[src/rtl/elevator_scan.sv]
// SCAN-order elevator controller: latches floor calls, sweeps in one direction
// serving every pending floor on the way, and reverses only when idle.
module elevator_scan #(
  parameter int unsigned N_FLOORS      = 8,
  parameter int unsigned TRAVEL_CYCLES = 10,
  parameter int unsigned DOOR_CYCLES   = 5,
  localparam int unsigned FW = (N_FLOORS > 2) ? $clog2(N_FLOORS) : 1
) (
  input  logic                i_clock,
  input  logic                i_reset,
  input  logic [N_FLOORS-1:0] i_requests,
  output logic [FW-1:0]       o_current_floor,
  output logic                o_moving,
  output logic                o_dir_up,
  output logic                o_door_open,
  output logic [N_FLOORS-1:0] o_pending
);

  localparam int unsigned TW = (TRAVEL_CYCLES > 1) ? $clog2(TRAVEL_CYCLES) : 1;
  localparam int unsigned DW = (DOOR_CYCLES > 1) ? $clog2(DOOR_CYCLES) : 1;
  localparam logic [FW-1:0] TOP_FLOOR = FW'(N_FLOORS - 1);
  localparam logic [TW-1:0] T_LAST    = TW'(TRAVEL_CYCLES - 1);
  localparam logic [DW-1:0] D_LAST    = DW'(DOOR_CYCLES - 1);

  typedef enum logic [1:0] {
    IDLE = 2'd0,
    MOVE = 2'd1,
    DOOR = 2'd2
  } state_t;

  state_t              state_q, state_d;
  logic [FW-1:0]       floor_q, floor_d;
  logic                dir_q, dir_d;
  logic [N_FLOORS-1:0] pending_q, pending_d;
  logic [TW-1:0]       tcnt_q, tcnt_d;
  logic [DW-1:0]       dcnt_q, dcnt_d;
  logic                moving_q, door_q;

  logic [N_FLOORS-1:0] clear_mask;
  logic [N_FLOORS-1:0] req_eff;
  logic [N_FLOORS-1:0] calls_now;
  logic [FW-1:0]       step_floor;

  // True when any call lies strictly beyond fl in the given direction
  function automatic logic call_ahead(input logic [N_FLOORS-1:0] calls,
                                      input logic [FW-1:0] fl,
                                      input logic up);
    logic hit;
    hit = 1'b0;
    for (int f = 0; f < int'(N_FLOORS); f++) begin
      if (calls[f] && (up ? (f > int'(fl)) : (f < int'(fl)))) hit = 1'b1;
    end
    return hit;
  endfunction

  always_comb begin
    step_floor = floor_q;
    if (dir_q && (floor_q != TOP_FLOOR)) begin
      step_floor = floor_q + FW'(1);
    end else if (!dir_q && (floor_q != '0)) begin
      step_floor = floor_q - FW'(1);
    end
  end

  assign calls_now = pending_q | i_requests;

  // Next-state, counters and pending update
  always_comb begin
    state_d    = state_q;
    floor_d    = floor_q;
    dir_d      = dir_q;
    tcnt_d     = tcnt_q;
    dcnt_d     = dcnt_q;
    clear_mask = '0;
    req_eff    = i_requests;

    case (state_q)
      IDLE: begin
        tcnt_d = '0;
        dcnt_d = '0;
        if (pending_q[floor_q]) begin
          state_d    = DOOR;
          clear_mask = N_FLOORS'(1) << floor_q;
        end else if (call_ahead(pending_q, floor_q, dir_q)) begin
          state_d = MOVE;
        end else if (call_ahead(pending_q, floor_q, !dir_q)) begin
          dir_d   = !dir_q;
          state_d = MOVE;
        end
      end

      MOVE: begin
        dcnt_d = '0;
        if (tcnt_q == T_LAST) begin
          tcnt_d  = '0;
          floor_d = step_floor;
          if (calls_now[step_floor]) begin
            state_d    = DOOR;
            clear_mask = N_FLOORS'(1) << step_floor;
          end else if (!call_ahead(calls_now, step_floor, dir_q)) begin
            state_d = IDLE;
          end
        end else begin
          tcnt_d = tcnt_q + TW'(1);
        end
      end

      DOOR: begin
        // A call for the floor being served only extends the dwell
        req_eff = i_requests & ~(N_FLOORS'(1) << floor_q);
        if (i_requests[floor_q]) begin
          dcnt_d = '0;
        end else if (dcnt_q == D_LAST) begin
          dcnt_d  = '0;
          state_d = IDLE;
        end else begin
          dcnt_d = dcnt_q + DW'(1);
        end
      end

      default: begin
        state_d = IDLE;
      end
    endcase

    pending_d = (pending_q | req_eff) & ~clear_mask;
  end

  always_ff @(posedge i_clock or posedge i_reset) begin
    if (i_reset) begin
      state_q   <= IDLE;
      floor_q   <= '0;
      dir_q     <= 1'b1;
      pending_q <= '0;
      tcnt_q    <= '0;
      dcnt_q    <= '0;
      moving_q  <= 1'b0;
      door_q    <= 1'b0;
    end else begin
      state_q   <= state_d;
      floor_q   <= floor_d;
      dir_q     <= dir_d;
      pending_q <= pending_d;
      tcnt_q    <= tcnt_d;
      dcnt_q    <= dcnt_d;
      moving_q  <= (state_d == MOVE);
      door_q    <= (state_d == DOOR);
    end
  end

  assign o_current_floor = floor_q;
  assign o_moving        = moving_q;
  assign o_dir_up        = dir_q;
  assign o_door_open     = door_q;
  assign o_pending       = pending_q;

endmodule

[config.mk]
export PLATFORM = sky130hd
export DESIGN_NAME = elevator_scan
export DESIGN_NICKNAME = d
export VERILOG_FILES = /design/src/rtl/elevator_scan.sv
export SDC_FILE = /design/constraint.sdc
export NUM_CORES = 1
export LEC_CHECK = 0
export CAP_MARGIN = 20
export CORE_MARGIN = 4
export CORE_UTILIZATION = 35
export DETAILED_ROUTE_END_ITERATION = 10
export PLACE_DENSITY = 0.51
export SLEW_MARGIN = 20
export SYNTH_ARGS = -nofsm -noshare
export SYNTH_HDL_FRONTEND = slang
export SYNTH_SLANG_ARGS = --single-unit
[constraint.sdc]
create_clock -name i_clock -period 3.6 [get_ports i_clock]
set_clock_uncertainty 0.15 [all_clocks]
set_input_delay 0.36 -clock i_clock [delete_from_list [all_inputs] [get_ports i_clock]]
set_output_delay 0.36 -clock i_clock [all_outputs]
set_load 0.02 [all_outputs]
# After elaboration in Yosys (flattened, before gate mapping)
# Index checks and enable logic that the tools add are counted.
# totals
regBits	23
inputBits	10
out_inout_bits	14
wordCells	176
# classes
n_addsub	4
magnitude_cmp	30
n_eq_ne	7
n_shift	2
muxes	83
bitwise	8
reduce_logical	34
# ops
op	count
$mux 1	59
$mux 8	4
$logic_and 1x1->1	26
$gt 3x3->1 const A	8
$lt 3x3->1 const A	6
$and 8x8->8	2
$mux 2	8
$not 8->8	2
$or 8x8->8	2
$pmux 8 s2	1
$shl 1x3->8 const A	2
$gt 2x3->1 const A	4
$lt 1x3->1 const A	4
$lt 2x3->1 const A	4
$mux 3	4
$bmux 1 s3	3
$lt 3x4->1 const B	2
$pmux 4 s2	1
$add 3x1->3 const B	2
$gt 1x3->1 const A	2
$pmux 2 s3	1
$pmux 3 s2	1
$add 4x1->4 const B	1
$eq 2x1->1 const B	2
14 further kinds	17

# Depth between registers and ports, before layout
# logic_depth
depth_word	23
depth_mapped	12

# Least setup slack after synthesis
# Ideal clock, no wire load.
# synth_timing
path_type	reg-to-reg
start	reg floor_q[0], in the netlist o_current_floor[0]
end	reg pending_q[3], in the netlist o_pending[3]
arrival_ps	2657
slack_ps	651
path_stages_with_launch	10
cell_sequence	dfrtp_1 inv_1 ha_1 nor2b_1 mux4_2 buf_6 a2111oi_1 a2111oi_4 nor3_2 a221oi_1
# synth_between
elab_chain_len	11
# synth_lines
element	line	rtl
from (decl)	32	logic [FW-1:0] floor_q, floor_d;
from (signal assigned)	141	floor_q <= floor_d;
parallel branches: the longest is 10 deep, another holds $sub 3x1->3	--	
$and 8x8->8 (*)	126	pending_d = (pending_q | req_eff) & ~clear_mask;
net pending_d[3]	34	logic [N_FLOORS-1:0] pending_q, pending_d;
to (signal assigned)	143	pending_q <= pending_d;
to (decl)	34	
# Mark *: on every way through the listed nets, which the timed path passes. The select of a mux whose other input is x is not followed.
# A chain may end at the register's enable or synchronous reset.

# Worst setup path after layout
# Ends and elaborated chain as after synthesis.

==> run summary <==
The post-synthesis instance total is 269, and the synthesized cell area is 2240 um2. The core region is 6060 um2. During synthesis, Yosys emitted a total of 0 warnings.

The setup-violating endpoint count in the final report is 0, and the total congestion overflow after global routing is 0. Row generation in the floorplan step produced 28 rows. During placement, the flow inserted port buffers numbering 23.

Entering global routing, the biggest net connects 29 pins. The clock reaches the later pin of the worst-skew pair after 270 ps. The headroom to the max-slew limit was 0.383. The kind of launch point of the worst setup path was a register. Counting flops with a built-in enable in the synthesized netlist gives 0. The number of gates resized after cts is 0, and the mean routed wirelength per cell is 18.3 um. The count of nets left with antenna violations after detail routing was 0; the worst slack at placement was 566 ps. For the total count of max-transition violations in the final report, the log shows 0. The post-detailed-route DRC marker count was 0. The tools report the number of antenna violations at the first check in global routing as 0. The number of different library cells used by synthesis comes to 66.

Mean instance size in the synthesized netlist: 8.32 um2. The number of global-route vias before repair is 1959, and the top-level I/O count is 24. The first TritonRoute pass finished after 4 iterations. After detailed routing, the total wire length is 6520 um. The initial cell density of the core was 0.369.

Summed over all nets, the half-perimeter wirelength after detailed placement is 4730 um. The number of sinks driven by the clock tree came out at 23. TritonCTS created 3 clock buffers.

The startpoint identified for the worst register-to-register timing path is o_current_floor[0]. The max-capacitance violation count is 0. 0 antenna diodes ended up in the layout. The run finished with clean final reports.

Adding up every negative setup slack in the final design gives 0 ps. The worst register-to-register path ends at o_pending[3]. Dividing total power by cell area gives a power density of 448 nW/um2. The overall global routing resource usage is 0.176, and the die height is 88.0 um.

After clock tree synthesis, the clock-pin slew on the worst setup and hold paths is 90 ps. The peak fanout along the critical path is 24. The horizontal extent of the die was 88.0 um.

Summed over all cells, the static leakage comes to 0.983 nW. The tools report the root buffer selected by CTS as clkbuf_8. The core utilization of the finished layout is 0.411. The number of buffers on the longest clock path was 2. The fraction of layout instances using a drive strength above 1 is 0.128. The portion of the post-synthesis area used by sequential elements is 0.258. The quantity of hold-fixing buffers added after cts came out at 0.

The tightest min-delay check is of the register to register type. Tracing the worst setup path back leads to its startpoint at o_current_floor[0]. The worst endpoint data arrival time came out at 3110 ps.

The final critical delay including setup and external delays is 3080 ps, and the async set-or-reset flop fraction in the synthesized netlist is 1.00. The synthesized netlist net count is 289. For the first-pass GRT wire length, the log shows 10600 um. Timing would allow up to 0.324 GHz. Total power for the finished layout comes to 0.00112 W. The run gives 516 ps as the final critical-path setup slack.

The flip-flop cell with the highest count after synthesis was dfrtp_1. The number of levels in the clock H-tree was 1. The ratio of routed vias to standard cells is 5.86, and the buffers inserted during post-CTS setup optimization is 0. Setup repair after global routing left no endpoint under its margin.

At the pin with the least slew margin, the transition time is 925 ps. The critical path capture point type was a register. The required time of the critical path is 3620 ps, and the detailed-route via count is 2092. Relative to the synthesized area, the layout overhead comes to 11.3%. The logs give 303 for the net total in the final layout and 0.896 for the final estimated routing congestion in global placement. The register bit total from synthesis is 23, and the instance area at placement is 2440 um2. TritonCTS built the clock tree. The die covers 7740 um2. After routing the design area is 2490 um2. The critical path class is register to register. The number of cell instances on the worst register-to-register path is 9.

IR analysis of the VDD net gives a maximum drop of 0.173 mV. The final number of hold-violating endpoints came out at 0. The number of fill cells in the layout was 637.

The portion of the clock cycle consumed by the worst path in the final layout came out at 0.857. The logs give 520 ps for the worst-case register-to-register setup slack and 151 for the number of violations reported at the end of detailed-routing iteration 0. The tools report the critical path capture point as o_pending[3].
[placed cells by master, fill, tap and decap left out, types with 4 or more instances in the layout]
master	synthesis	final
nor2_1	25	25
dfrtp_1	22	22
inv_1	10	10
nand2_1	22	22
a21oi_1	18	18
o21ai_0	32	32
nor3_1	5	5
xnor2_1	4	4
nand3_1	8	8
and2_1	4	4
a21o_1	5	5
a31oi_1	7	7
ha_1	10	10
nand2b_1	10	10
buf_4	0	4
nor2b_1	4	4
o211ai_1	4	4
clkdlybuf4s50_1	0	23
[layout make-up]
cell class / instances / area (um2) / share of cell area
timing repair buffer: 27 / 260 / 0.105
sequential: 23 / 577 / 0.232
clock buffer: 3 / 41.3 / 0.0166
multi-input combinational: 215 / 1460 / 0.588
clock inverter: 1 / 5.00 / 0.00201
inverter: 13 / 48.8 / 0.0196
tap: 75 / 93.8 / 0.0377
[worst max-delay path: stages, from the launching register on]
cell       delay, ps
dfrtp_1          380
buf_4            230
ha_1             270
nand2b_1         150
mux4_2           660
nor3_2           190
a2111oi_1        100
a2111oi_4        490
nor3_2           100
a221oi_1         260
[metrics by stage]
step                      std cells  hold WS (ps)
after floorplan                 269           211
after global placement          353           384
after detailed placement        353           405
after CTS                       357           420
after global routing            357           461
final                           357           409
[how the worst min path moves through the flow]
stage / from / end / slack, ps / cells past startpoint
3_3_place_gp: tcnt_q[2] / tcnt_q[2] / 380 / 2
5_1_grt: tcnt_q[2] / tcnt_q[2] / 460 / 2
2_1_floorplan: i_reset / dcnt_q[0] / 210 / 1
3_5_place_dp: tcnt_q[2] / tcnt_q[2] / 410 / 2
4_1_cts: tcnt_q[0] / tcnt_q[0] / 420 / 1
6_report: tcnt_q[0] / tcnt_q[0] / 410 / 1
[kinds of logic (layout without fill, tap and decap cells)]
family          after synthesis  after routing  share of synthesized area
buf+inv                      31             44                     0.0878
flops                        23             23                      0.258
mux                           4              4                     0.0352
compound gates              101            101                      0.315
simple gates                 95             95                      0.225
xor+xnor                      5              5                     0.0229
fa+ha+maj                    10             10                     0.0559
[power breakdown]
group / internal [W] / switching [W] / total, W
clock: 0.0000776 / 0.0000935 / 0.000171
combinational: 0.000235 / 0.000284 / 0.000519
sequential: 0.000313 / 0.000113 / 0.000426
total: 0.000625 / 0.000491 / 0.00112
[synthesized netlist by cell type (all sizes together), types with 4 or more instances]
library cell   n  area (um2)
a21oi         18        90.1
a31oi          7        43.8
clkbuf        11        61.3
ha            10         125
nor2b          5        38.8
nand2b        10        62.6
xnor2          5        51.3
nor2          25        93.8
buf            6        53.8
dfrtp         22         551
inv           13        48.8
a2111oi        4        62.6
o211ai         4        30.0
and2           4        25.0
o21ai         33         169
a21o           5        37.5
nor3           8        55.1
nand3          9        50.1
nand2         24         100
[per-layer routing]
| layer | routed length (um) | track usage | up-vias |
|---|---|---|---|
| met2 | 2830 | 0.256 | 81 |
| met3 | 367 | 0.0160 | 11 |
| met5 | 0 | 0 | - |
| met4 | 147 | 0.0614 | 0 |
| li1 | - | - | 1014 |
| met1 | 3170 | 0.269 | 986 |
[registers in the layout, indices dropped and copies added, names as in the netlist]
signal / count
o_door_open: 1
o_dir_up: 1
o_current_floor: 3
o_pending: 8
o_moving: 1
tcnt_q: 4
dcnt_q: 3
state_q: 2
No activity file was read; power rests on OpenSTA's default activity.
